`src/rtl/coeff_loader.sv`:
```
// Coefficient loader: collects an SPI frame of NUM_COEFFS*COEFF_WIDTH bits into a shadow
// register and, only when the frame carried exactly that many bits, copies it into the
// active register that feeds the FIR datapath.
//
// Ports:
//   clk          system clock, all state on the rising edge
//   resetN       synchronous active-low reset
//   serialIn     received SPI data bit, valid while serialEn=1
//   serialEn     one-cycle strobe per received bit
//   csN          synchronized active-low chip select, delimits a frame
//   coeffs       active coefficient set, coefficient i at [i*COEFF_WIDTH +: COEFF_WIDTH]
//   coeffUpdate  one-cycle pulse in the first cycle coeffs shows a new set
//   frameError   one-cycle pulse after a frame ended with a bad bit count
//   busy         high while a frame is being received or committed
module coeff_loader #(
  parameter int unsigned NUM_COEFFS  = 8,
  parameter int unsigned COEFF_WIDTH = 8
) (
  input  logic                              clk,
  input  logic                              resetN,
  input  logic                              serialIn,
  input  logic                              serialEn,
  input  logic                              csN,
  output logic [NUM_COEFFS*COEFF_WIDTH-1:0] coeffs,
  output logic                              coeffUpdate,
  output logic                              frameError,
  output logic                              busy
);

  localparam int unsigned TOTAL_BITS = NUM_COEFFS * COEFF_WIDTH;
  localparam int unsigned CNT_W      = $clog2(TOTAL_BITS + 2);

  localparam logic [CNT_W-1:0] CntFull = CNT_W'(TOTAL_BITS);
  // One past full marks an overflowed frame; the counter parks there.
  localparam logic [CNT_W-1:0] CntMax  = CNT_W'(TOTAL_BITS + 1);

  if ((COEFF_WIDTH % 8) != 0) begin : gen_width_check
    $error("COEFF_WIDTH must be a multiple of 8");
  end

  typedef enum logic [1:0] {StIdle, StReceive, StCommit} state_t;

  state_t                  stateQ, stateD;
  logic [TOTAL_BITS-1:0]   shadowQ, shadowD;
  logic [TOTAL_BITS-1:0]   activeQ, activeD;
  logic [CNT_W-1:0]        bitCountQ, bitCountD;
  logic                    armedQ, armedD;
  logic                    coeffUpdateQ, coeffUpdateD;
  logic                    frameErrorQ, frameErrorD;
  logic [CNT_W-1:0]        countInc;
  logic [CNT_W-1:0]        finalCount;

  assign countInc = (bitCountQ == CntMax) ? bitCountQ : bitCountQ + CNT_W'(1);

  always_comb begin
    stateD       = stateQ;
    shadowD      = shadowQ;
    activeD      = activeQ;
    bitCountD    = bitCountQ;
    coeffUpdateD = 1'b0;
    frameErrorD  = 1'b0;
    finalCount   = bitCountQ;
    // After reset a frame may only start once csN has been seen high, so a frame that
    // straddles reset release is never mistaken for a fresh one.
    armedD       = armedQ | csN;

    unique case (stateQ)
      StIdle: begin
        bitCountD = '0;
        if (!csN && armedQ) begin
          stateD = StReceive;
        end
      end
      StReceive: begin
        if (serialEn) begin
          shadowD    = {shadowQ[TOTAL_BITS-2:0], serialIn};
          bitCountD  = countInc;
          finalCount = countInc;
        end
        // Frame end is judged on the count including a bit accepted this same cycle.
        if (csN) begin
          if (finalCount == CntFull) begin
            stateD = StCommit;
          end else begin
            stateD      = StIdle;
            frameErrorD = (finalCount != '0);
          end
        end
      end
      StCommit: begin
        activeD      = shadowQ;
        coeffUpdateD = 1'b1;
        stateD       = StIdle;
      end
      default: stateD = StIdle;
    endcase
  end

  always_ff @(posedge clk) begin
    if (!resetN) begin
      stateQ       <= StIdle;
      shadowQ      <= '0;
      activeQ      <= '0;
      bitCountQ    <= '0;
      armedQ       <= 1'b0;
      coeffUpdateQ <= 1'b0;
      frameErrorQ  <= 1'b0;
    end else begin
      stateQ       <= stateD;
      shadowQ      <= shadowD;
      activeQ      <= activeD;
      bitCountQ    <= bitCountD;
      armedQ       <= armedD;
      coeffUpdateQ <= coeffUpdateD;
      frameErrorQ  <= frameErrorD;
    end
  end

  assign coeffs      = activeQ;
  assign coeffUpdate = coeffUpdateQ;
  assign frameError  = frameErrorQ;
  assign busy        = (stateQ != StIdle);

endmodule
```
`config.mk`:
```
export PLATFORM = sky130hd
export DESIGN_NAME = coeff_loader
export DESIGN_NICKNAME = d
export VERILOG_FILES = /design/src/rtl/coeff_loader.sv
export SDC_FILE = /design/constraint.sdc
export NUM_CORES = 1
export LEC_CHECK = 0
export CELL_PAD_IN_SITES_DETAIL_PLACEMENT = 1
export CELL_PAD_IN_SITES_GLOBAL_PLACEMENT = 1
export CORE_ASPECT_RATIO = 1.25
export CORE_MARGIN = 2
export CORE_UTILIZATION = 41
export DETAILED_ROUTE_END_ITERATION = 8
export PLACE_DENSITY = 0.84
export SETUP_SLACK_MARGIN = 0.1
export SYNTH_ARGS = -nofsm -noshare
export SYNTH_HDL_FRONTEND = slang
export SYNTH_SLANG_ARGS = --single-unit
```
`constraint.sdc`:
```
create_clock -name clk -period 1.9 [get_ports clk]
set_input_delay 0.38 -clock clk [delete_from_list [all_inputs] [get_ports clk]]
set_output_delay 0.38 -clock clk [all_outputs]
set_load 0.1 [all_outputs]
```
==> run metrics <==
Clock Latency Late Sink=0.41 ns; io pins=72; Root Buffer Master=clkbuf_16; Total GRT Usage=19.1%; status=finished, final reports clean; Cell Chain, Critical Path=ha_1 -> nand2_1 -> or4_4 -> a21oi_2 -> and4_1; largest net degree at the start of global routing=119; DP Wirelength=8.12 mm; crit path from=bitCountQ[1]$_SDFFE_PN0P_; Synth Flop Type=dfxtp_1; ratio of cells with drive above 1 in the final layout=17.1%; Die Width=106 microns; Crit path required time=2.26 ns; Die Y=132 microns; Reg clk slew, reported paths=0.06 ns; M1 GR Usage=21.0%; Avg Cell Area, Syn=8.43 sq um; worst setup path class=reg -> reg; Synth async-reset ratio=0%; CP max stage cell=or4_4; first-pass GRT wire length=21.7 mm; Slew headroom=73.2%; WL/cell=15.0 microns; r2r endpoint=stateQ[1]$_SDFFE_PN0P_; WP data arrival=2.09 ns; final setup margin=0.170 ns; initial antenna violation count=0; Seq/Total Area, Yosys=52.1%; CTS sink count=140; vias in the first global route=4,609; met3 track demand over resource=4.10%; Final min period=1.73 ns; f_max=0.578 GHz; synthesized flop and latch total=140; Hold Vio Cnt, Final=0; Worst-Margin Slew=0.403 ns; dpl ws=-0.0887 ns; Hold WC Path Type=in -> reg; H-Tree Level Count=4; share of the cycle needed by the critical path after routing=91.1%; WL final=13.1 mm; Worst VDD drop=0.542 mV; Syn Inst Count=638; final hold slack=0.295 ns; PortBufs=71; total gr overflow=0; core area=12,700 sq um; CP endpoint kind=flop; Synth Cell Area=5380 sq um; Detail Route Antenna Nets=0; vias per cell=5.10; die footprint=14,000 sq um; CTS Buffer Depth=2; CP Capture Point=stateQ[1]$_SDFFE_PN0P_; row count=46; Via Count=4,459; max-cap violation count=0; syn_nets=645; total CTS buffers=17; # nets final=701; final setup skew=0.00889 ns; Largest stage delay, worst path=0.50 ns; initial core utilization=42.3%; n_diodes=0; Post-synth EDFFs=0; DRT iter0 DRCs=240; Synth warnings=0; worst r2r src=bitCountQ[1]$_SDFFE_PN0P_; drt pass-1 iters=4; RSZ-0062 raised after global routing=false; TritonCTS clock tree=done; Layout area overhead=25.7%; final setup vio count=0; Top Usage Layer GRT=met2; setup TNS=0 ns; CP Launch Type=flop; Finished Core Util=53.1%; DR DRC count=0; Netlist cell types=43; P_leak=2.41 nW; Pwr Total=0.00651 W; met2 Use GR=35.3%; Post-CTS Hold Fix Bufs=0; CP max FO=6; Slew Viols, Final=0; Worst R2R Path Depth=5; Final Wtd Congestion=0.817; PD cells=963 nW/um^2; FILL cells=1,482; Worst R2R Setup Slack=0.17 ns
flip-flops by register name (all words and copies together) (netlist names):
register	cells
armedQ	1
bitCountQ	7
coeffUpdate	1
coeffs	64
frameError	1
shadowQ	64
stateQ	2
worst max-delay path: cells and delay by family, from the launching register on:
| family | cells | cell delay [ns] |
|---|---|---|
| compound gates | 1 | 0.14 |
| fa+ha+maj | 1 | 0.31 |
| flops | 1 | 0.43 |
| simple gates | 3 | 0.79 |
cells in the mapped netlist (all sizes together), types with 2 or more instances:
master  count  area (sq um)
nand2     264           993
nor2        3          11.3
and3b       2          18.8
o21ai       4          20.0
ha          2          25.0
nand3       2          10.0
xnor2       3          26.3
and4        2          17.5
nor3        3          15.0
o21a        2          15.0
nand3b      3          22.5
a21oi       5          28.8
a31oi       2          12.5
and2        2          12.5
clkbuf     18          67.6
or3         2          12.5
o31ai       4          30.0
inv         2          7.51
buf        29           141
a21boi    128           961
dfxtp     140          2800
nand4       2          12.5
cell usage in the layout, fill, tap and decap left out, drive strengths merged, types with 3 or more instances in the layout:
cell type / synthesis / layout
a21boi: 128 / 128
nand2: 264 / 264
nor3: 3 / 3
bufinv: 0 / 3
buf: 29 / 81
dfxtp: 140 / 140
o21ai: 4 / 4
inv: 2 / 3
clkinvlp: 0 / 3
clkbuf: 18 / 22
a21oi: 5 / 5
o31ai: 4 / 4
clkdlybuf4s50: 0 / 3
nand3b: 3 / 3
xnor2: 3 / 3
nor2: 3 / 3
cells by family (layout without fill, tap and decap cells):
group	after synthesis	after routing	synth area share, %
compound gates	151	151	20.8
xor+xnor	3	3	0.489
fa+ha+maj	2	2	0.465
buf+inv	49	117	4.03
flops	140	140	52.1
mux	1	1	0.186
simple gates	292	292	21.9
per-layer routing:
metal | vias up | wire [microns]
li1 | 2198 | -
met1 | 2156 | 5470
met2 | 79 | 7000
met3 | 26 | 355
met4 | 0 | 284
met5 | - | 0
area by class of cell:
| type | instances | area (sq um) | area share, % |
|---|---|---|---|
| multi-input cells | 449 | 2380 | 35.2 |
| inverters | 2 | 7.51 | 0.111 |
| clock inverters | 9 | 135 | 2.00 |
| well taps | 168 | 210 | 3.11 |
| flip-flops and latches | 140 | 2800 | 41.5 |
| repair buffers | 84 | 738 | 10.9 |
| clock buffers | 22 | 484 | 7.16 |
metrics by stage:
step | cells | instance area, sq um
2_1_floorplan | 638 | 5380
3_3_place_gp | 843 | 6130
4_1_cts | 874 | 6750
3_5_place_dp | 843 | 6130
5_1_grt | 874 | 6760
6_report | 874 | 6760
worst min path at each step:
stage                                         end               startpoint  depth (start not counted)  slack (ns)
after floorplan                 armedQ$_SDFF_PN0_        armedQ$_SDFF_PN0_                          1        0.43
after global placement          armedQ$_SDFF_PN0_        armedQ$_SDFF_PN0_                          1        0.44
after detailed placement  coeffs[58]$_SDFFE_PN0P_  coeffs[58]$_SDFFE_PN0P_                          2        0.46
after CTS                       armedQ$_SDFF_PN0_                   resetN                          2        0.28
after global routing            armedQ$_SDFF_PN0_                   resetN                          2        0.29
final                           armedQ$_SDFF_PN0_                   resetN                          2        0.29
what timing repair did:
item / in CTS / in global routing
resized for setup: 1 / 1
gates cloned: 0 / 0
endpoints found under the setup margin: 2 / 2
setup buffers: 0 / 0
hold endpoints to repair: 0 / 0
report_power, final:
part,internal (W),switching (W)
Combinational,0.0000672,0.0000845
Clock,0.00220,0.00121
Sequential,0.00294,0.00000384
(Power assumes the default switching activity.)
